**src/rtl/cpu_pkg.sv**
```systemverilog
// ============================================================================
// cpu_pkg : VeriRisc opcode and phase constants shared by sequencer and benches
// Rev 1.0 : initial release
// ============================================================================
`default_nettype none

package cpu_pkg;

   localparam logic [2:0] HLT = 3'd0;
   localparam logic [2:0] SKZ = 3'd1;
   localparam logic [2:0] ADD = 3'd2;
   localparam logic [2:0] AND = 3'd3;
   localparam logic [2:0] XOR = 3'd4;
   localparam logic [2:0] LDA = 3'd5;
   localparam logic [2:0] STO = 3'd6;
   localparam logic [2:0] JMP = 3'd7;

   typedef enum logic [2:0] {
      INST_ADDR  = 3'd0,
      INST_FETCH = 3'd1,
      INST_LOAD  = 3'd2,
      IDLE       = 3'd3,
      OP_ADDR    = 3'd4,
      OP_FETCH   = 3'd5,
      ALU_OP     = 3'd6,
      STORE      = 3'd7
   } phase_e;

   function automatic logic is_aluop(input logic [2:0] op);
      return (op == ADD) || (op == AND) || (op == XOR) || (op == LDA);
   endfunction

endpackage

`default_nettype wire

```
**src/rtl/seq_controller_if.sv**
```systemverilog
// ============================================================================
// seq_controller_if : opcode/flag inputs, step handshake and datapath strobes
// Rev 1.0 : initial release
// ============================================================================
`default_nettype none

interface seq_controller_if #(
   parameter int STEP_CNT_W = 16
);
   logic [2:0]            opcode;
   logic                  zero;
   logic                  step_mode;
   logic                  step_req;
   logic                  step_ack;
   logic                  sel;
   logic                  rd;
   logic                  ld_ir;
   logic                  inc_pc;
   logic                  ld_pc;
   logic                  ld_ac;
   logic                  wr;
   logic                  data_e;
   logic                  halt;
   logic [2:0]            phase;
   logic [STEP_CNT_W-1:0] instr_cnt;

   modport slave (
      input  opcode, zero, step_mode, step_req,
      output step_ack, sel, rd, ld_ir, inc_pc, ld_pc, ld_ac, wr, data_e,
             halt, phase, instr_cnt
   );

   modport master (
      output opcode, zero, step_mode, step_req,
      input  step_ack, sel, rd, ld_ir, inc_pc, ld_pc, ld_ac, wr, data_e,
             halt, phase, instr_cnt
   );
endinterface

`default_nettype wire

```
**src/rtl/seq_controller_phase_counter.sv**
```systemverilog
// ============================================================================
// phase_counter : 3-bit wrapping phase ring with advance enable
// Rev 1.0 : initial release
// ============================================================================
`default_nettype none

module phase_counter (
   input  wire logic       clock,
   input  wire logic       reset_req,
   input  wire logic       advance_i,
   output logic [2:0]      phase_o
);
   logic [2:0] phase_q;
   logic [2:0] phase_d;

   assign phase_d = advance_i ? phase_q + 3'd1 : phase_q;

   always_ff @(posedge clock or negedge reset_req) begin
      if (!reset_req) phase_q <= 3'd0;
      else            phase_q <= phase_d;
   end

   assign phase_o = phase_q;
endmodule

`default_nettype wire

```
**src/rtl/seq_controller.sv**
```systemverilog
// ============================================================================
// seq_controller : VeriRisc phase sequencer, strobe decode, halt and stepping
// Rev 1.0 : initial release
// ============================================================================
`default_nettype none

module seq_controller
   import cpu_pkg::*;
#(
   parameter int STEP_CNT_W = 16
) (
   input  wire logic        clock,
   input  wire logic        reset_req,
   seq_controller_if.slave  bus
);
   logic [2:0]            phase_w;
   phase_e                ph;
   logic                  halt_q,  halt_d;
   logic                  ack_q,   ack_d;
   logic                  armed_q, armed_d;
   logic                  run_q,   run_d;
   logic [STEP_CNT_W-1:0] cnt_q,   cnt_d;
   logic                  stall, advance, launch, retire, aluop;

   assign ph      = phase_e'(phase_w);
   assign aluop   = is_aluop(bus.opcode);
   // A held step_req only launches once: armed is consumed at launch.
   assign stall   = (ph == INST_ADDR) && bus.step_mode && !(bus.step_req && armed_q);
   assign advance = !halt_q && !stall;
   assign launch  = (ph == INST_ADDR) && advance && bus.step_mode;
   assign retire  = (ph == STORE) && advance;

   phase_counter u_phase (
      .clock     (clock),
      .reset_req (reset_req),
      .advance_i (advance),
      .phase_o   (phase_w)
   );

   always_comb begin
      halt_d  = halt_q;
      armed_d = armed_q;
      run_d   = run_q;
      ack_d   = retire && run_q;
      cnt_d   = cnt_q;
      if ((ph == OP_ADDR) && advance && (bus.opcode == HLT)) halt_d = 1'b1;
      if (!bus.step_req)  armed_d = 1'b1;
      else if (launch)    armed_d = 1'b0;
      if (launch)         run_d = 1'b1;
      else if (retire)    run_d = 1'b0;
      if (retire)         cnt_d = cnt_q + 1'b1;
   end

   always_ff @(posedge clock or negedge reset_req) begin
      if (!reset_req) begin
         halt_q  <= 1'b0;
         ack_q   <= 1'b0;
         armed_q <= 1'b0;
         run_q   <= 1'b0;
         cnt_q   <= '0;
      end else begin
         halt_q  <= halt_d;
         ack_q   <= ack_d;
         armed_q <= armed_d;
         run_q   <= run_d;
         cnt_q   <= cnt_d;
      end
   end

   always_comb begin
      bus.sel    = 1'b0;
      bus.rd     = 1'b0;
      bus.ld_ir  = 1'b0;
      bus.inc_pc = 1'b0;
      bus.ld_pc  = 1'b0;
      bus.ld_ac  = 1'b0;
      bus.wr     = 1'b0;
      bus.data_e = 1'b0;
      if (!halt_q) begin
         unique case (ph)
            INST_ADDR:  bus.sel = 1'b1;
            INST_FETCH: begin bus.sel = 1'b1; bus.rd = 1'b1; end
            INST_LOAD, IDLE: begin
               bus.sel   = 1'b1;
               bus.rd    = 1'b1;
               bus.ld_ir = 1'b1;
            end
            OP_ADDR:    bus.inc_pc = 1'b1;
            OP_FETCH:   bus.rd = aluop;
            ALU_OP: begin
               bus.rd     = aluop;
               bus.inc_pc = (bus.opcode == SKZ) && bus.zero;
               bus.ld_pc  = (bus.opcode == JMP);
               bus.data_e = (bus.opcode == STO);
            end
            STORE: begin
               bus.rd     = aluop;
               bus.ld_ac  = aluop;
               bus.ld_pc  = (bus.opcode == JMP);
               bus.inc_pc = (bus.opcode == JMP);
               bus.wr     = (bus.opcode == STO);
               bus.data_e = (bus.opcode == STO);
            end
            default: ;
         endcase
      end
   end

   assign bus.halt      = halt_q;
   assign bus.step_ack  = ack_q;
   assign bus.phase     = phase_w;
   assign bus.instr_cnt = cnt_q;
endmodule

`default_nettype wire
```
**src/flat_wrapper.sv**
```systemverilog
// flat-port wrapper written by rule: the top's interface ports become plain ports
module seq_controller_flat import cpu_pkg::*;
#(
   parameter int STEP_CNT_W = 16
)
  (clock, reset_req, bus_opcode, bus_zero, bus_step_mode, bus_step_req, bus_step_ack, bus_sel, bus_rd, bus_ld_ir, bus_inc_pc, bus_ld_pc, bus_ld_ac, bus_wr, bus_data_e, bus_halt, bus_phase, bus_instr_cnt);
  seq_controller_if #(.STEP_CNT_W(STEP_CNT_W)) bus_i ();
  input  wire logic clock;
  input  wire logic reset_req;
  input wire logic [$bits(bus_i.opcode)-1:0] bus_opcode;
  input wire logic [$bits(bus_i.zero)-1:0] bus_zero;
  input wire logic [$bits(bus_i.step_mode)-1:0] bus_step_mode;
  input wire logic [$bits(bus_i.step_req)-1:0] bus_step_req;
  output wire logic [$bits(bus_i.step_ack)-1:0] bus_step_ack;
  output wire logic [$bits(bus_i.sel)-1:0] bus_sel;
  output wire logic [$bits(bus_i.rd)-1:0] bus_rd;
  output wire logic [$bits(bus_i.ld_ir)-1:0] bus_ld_ir;
  output wire logic [$bits(bus_i.inc_pc)-1:0] bus_inc_pc;
  output wire logic [$bits(bus_i.ld_pc)-1:0] bus_ld_pc;
  output wire logic [$bits(bus_i.ld_ac)-1:0] bus_ld_ac;
  output wire logic [$bits(bus_i.wr)-1:0] bus_wr;
  output wire logic [$bits(bus_i.data_e)-1:0] bus_data_e;
  output wire logic [$bits(bus_i.halt)-1:0] bus_halt;
  output wire logic [$bits(bus_i.phase)-1:0] bus_phase;
  output wire logic [$bits(bus_i.instr_cnt)-1:0] bus_instr_cnt;
  assign bus_i.opcode = bus_opcode;
  assign bus_i.zero = bus_zero;
  assign bus_i.step_mode = bus_step_mode;
  assign bus_i.step_req = bus_step_req;
  assign bus_step_ack = bus_i.step_ack;
  assign bus_sel = bus_i.sel;
  assign bus_rd = bus_i.rd;
  assign bus_ld_ir = bus_i.ld_ir;
  assign bus_inc_pc = bus_i.inc_pc;
  assign bus_ld_pc = bus_i.ld_pc;
  assign bus_ld_ac = bus_i.ld_ac;
  assign bus_wr = bus_i.wr;
  assign bus_data_e = bus_i.data_e;
  assign bus_halt = bus_i.halt;
  assign bus_phase = bus_i.phase;
  assign bus_instr_cnt = bus_i.instr_cnt;
  seq_controller #(.STEP_CNT_W(STEP_CNT_W)) u_core (.clock(clock), .reset_req(reset_req), .bus(bus_i));
endmodule
```
**config.mk**
```make
export PLATFORM = sky130hd
export DESIGN_NAME = seq_controller_flat
export DESIGN_NICKNAME = d
export VERILOG_FILES = /design/src/rtl/cpu_pkg.sv /design/src/rtl/seq_controller_if.sv /design/src/rtl/seq_controller_phase_counter.sv /design/src/rtl/seq_controller.sv /design/src/flat_wrapper.sv
export SDC_FILE = /design/constraint.sdc
export NUM_CORES = 1
export LEC_CHECK = 0
export CAP_MARGIN = 25
export CELL_PAD_IN_SITES_DETAIL_PLACEMENT = 0
export CELL_PAD_IN_SITES_GLOBAL_PLACEMENT = 1
export CORE_ASPECT_RATIO = 0.7
export CORE_MARGIN = 2
export CORE_UTILIZATION = 37
export DETAILED_ROUTE_END_ITERATION = 8
export PLACE_DENSITY_LB_ADDON = 0.1
export RECOVER_POWER = 100
export REMOVE_ABC_BUFFERS = 1
export SLEW_MARGIN = 20
export SYNTH_ARGS = -nofsm -noshare
export SYNTH_HDL_FRONTEND = slang
export SYNTH_SLANG_ARGS = --single-unit
```
**constraint.sdc**
```tcl
create_clock -name clock -period 2.8 [get_ports clock]
set_input_delay 0.42 -clock clock [delete_from_list [all_inputs] [get_ports clock]]
set_output_delay 0.42 -clock clock [all_outputs]
set_load 0.05 [all_outputs]
```
==> out/results.ini <==
[timing]
timing.final.crit_share_pct=94.51
setup_viol=0
fin_crit_ps=2646
rsz0062_at_grt=false
skew_ps=3.662
slew_headroom_pct=18.49
drv_slew=0
hold_violations=0
final.setup.tns_ps=0
tightest_slew_ps=1223
max_freq_mhz=377.9

[grt]
grt_pass1_vias=906
grt_start_max_net_pins=24
antenna_found_initial=0
overflow=0
grtUsageTotal_pct=14.94
grt_pass1_wl_mm=4.222

[routing]
wl_per_cell_um=13.42
drt-pass1-iter-count=4
drc=0
drt_wl_total_mm=2.577
postRouteAntennaNets=0
routed_via_density=4.979
drt-initial-drc-count=29
vias=956

[floorplan]
initial_core_util_pct=38.28
io_pins=37
core_mm2=0.003105
die_height_um=51.42
rows=17
die_area_mm2=0.003689
die_w_um=71.75

[clock_tree]
clk_latency_ps=260
hold_buffers=0
cts_setup_buffers=0
clockBufferDepth=2
clkSinkCount=23
cts_tree=yes
clk_root_buffer_cell=clkbuf_8
htree_levels=1
cts.reportedPaths.clkPinSlew_ps=80
numCtsBuffers=3
cts_resized=0

[worst_setup_path]
cp.required_ps=2380
r2r_start=u_core.u_phase.phase_o[1]$_DFFE_PN0P_
worstSetupPathType=reg -> out
endpoint_kind=output pin
cp-start-kind=flop
worstPathMaxFanout=5
worstPathArrival_ps=2230
rrSetupSlack_ps=730
worstReg2RegEnd=u_core.bus.instr_cnt[15]$_DFFE_PN0P_
reg2reg_depth=6

[finish]
layout.area.seq_um2=575.6
multi_input_area_um2=579.3
antenna_cells=0
nets=170
final_common_cell=dlygate4sd3_1
fin_area_mm2=0.001622
synthToLayoutAreaGrowth_pct=36.42
mostFrequentLayoutCells=26 x dlygate4sd3_1, 23 x dfrtp_1, 14 x nand2_1
layout-drive-gt1-share_pct=4.545
fillerInstances=284

[placed_design]
dpl_cell_area_mm2=0.001599
place_hpwl_mm=1.981
place_congestion=0.8431
io_buffers=36

[synthesis]
synthesis.area_mm2=0.001189
yosysSeqAreaShare_pct=48.42
synth_edf_count=0
yosysWarnings=0
synthCells=114
yosys_register_bits=23
async_reset_ff_share_pct=100.0
synth.avg_cell_area_um2=10.43
synth_flop_cell=dfrtp_1
ys_types=30

[outcome]
status=complete, no violations

[hold_path]
hold_path_class=reg -> reg
whs_endpoint=u_core.bus.instr_cnt[12]$_DFFE_PN0P_
worstHoldPathCells=1
worstHoldStart=u_core.bus.instr_cnt[12]$_DFFE_PN0P_

[flow_run]
maxCapViolations=0

[power_and_ir_drop]
power.density_mw_per_mm2=965.8
p_leak_nw=0.7266
vdd_drop_max_mv=0.5949

==> worst max-delay path by stage <==
stage	start	end	slack, ps	cells after the start
after floorplan	u_core.u_phase.phase_o[2]$_DFFE_PN0P_	bus_data_e	-90	2
after global placement	bus_opcode[1]	bus_wr	380	4
after detailed placement	bus_opcode[1]	bus_wr	340	4
after CTS	u_core.u_phase.phase_o[1]$_DFFE_PN0P_	bus_wr	140	5
after global routing	u_core.u_phase.phase_o[1]$_DFFE_PN0P_	bus_wr	20	5
final	u_core.u_phase.phase_o[1]$_DFFE_PN0P_	bus_wr	150	5
==> per-layer routing <==
metal  vias to the layer above  wire [µm]  global-route usage, %
met4                         0          7                  1.887
met3                         2        114                  4.734
met2                        19       1151                  23.15
li1                        475          -                      -
met5                         -          0                      0
met1                       460       1304                  21.07
==> flip-flops by register name, summed over array words and instances (netlist names) <==
| signal | flops |
|---|---|
| u_core.run_q | 1 |
| u_core.bus.instr_cnt | 16 |
| u_core.bus.step_ack | 1 |
| u_core.bus.halt | 1 |
| u_core.u_phase.phase_o | 3 |
| u_core.armed_q | 1 |
==> worst max-delay path, stage by stage, from the launching register on <==
cell and delay, ps:
dfrtp_1 420, ha_1 200, ha_1 210, nand2b_1 130, nor3_1 180, clkdlybuf4s50_1 820
==> cells in the mapped netlist, types with 2 or more instances <==
cell type   n  share of area [%]
ha_1        7                7.4
and3_1      3                1.6
xor2_1      4                2.9
xnor2_1    13                9.6
dfrtp_1    23                 48
inv_1       5                1.6
nor4_1      2                1.1
nor3_1      3                1.3
nand2_1    14                4.4
nand3_1     6                2.5
nor2_1      7                2.2
nand4_1     3                1.6
a21oi_1     6                2.5
a31o_2      2                1.5
==> final cells by class <==
| type | count | share of cell area [%] |
|---|---|---|
| clock buffers | 4 | 2.778 |
| inverters | 5 | 1.157 |
| multi-input cells | 84 | 35.73 |
| flip-flops and latches | 23 | 35.49 |
| well taps | 38 | 2.932 |
| repair buffers | 38 | 21.91 |
==> where the power goes <==
| part | internal (mW) | total (mW) | switching [mW] |
|---|---|---|---|
| combinational | 0.271 | 0.854 | 0.582 |
| clock | 0.101 | 0.201 | 0.0997 |
| sequential | 0.416 | 0.512 | 0.0955 |
==> cell families (layout without fill, tap and decap cells) <==
kind of cell               count (synthesis)  count (layout)  share of synthesized area (%)
DFF                                       23              23                          48.42
and+or+nand+nor                           45              45                          19.05
xor gates and xnor gates                  17              17                          12.53
buffers and inverters                      7              47                          2.842
adders and majority gates                  7               7                          7.368
AOI/OAI and AO/OA                         15              15                          9.791
==> through the flow <==
stage               std cells  setup slack, ps  hold slack (ps)  total power [mW]  utilization [%]
global placement          188            376.0            462.3             1.419            51.49
detailed placement        188            340.8            487.0             1.425            51.49
floorplan                 112           -93.51            124.4             1.113                -
CTS                       192            140.9            498.2             1.632            52.94
finish                    192            153.7            484.9             1.566            52.22
global route              192            19.42            509.6             1.656            52.22
No activity file was read; power rests on OpenSTA's default activity.
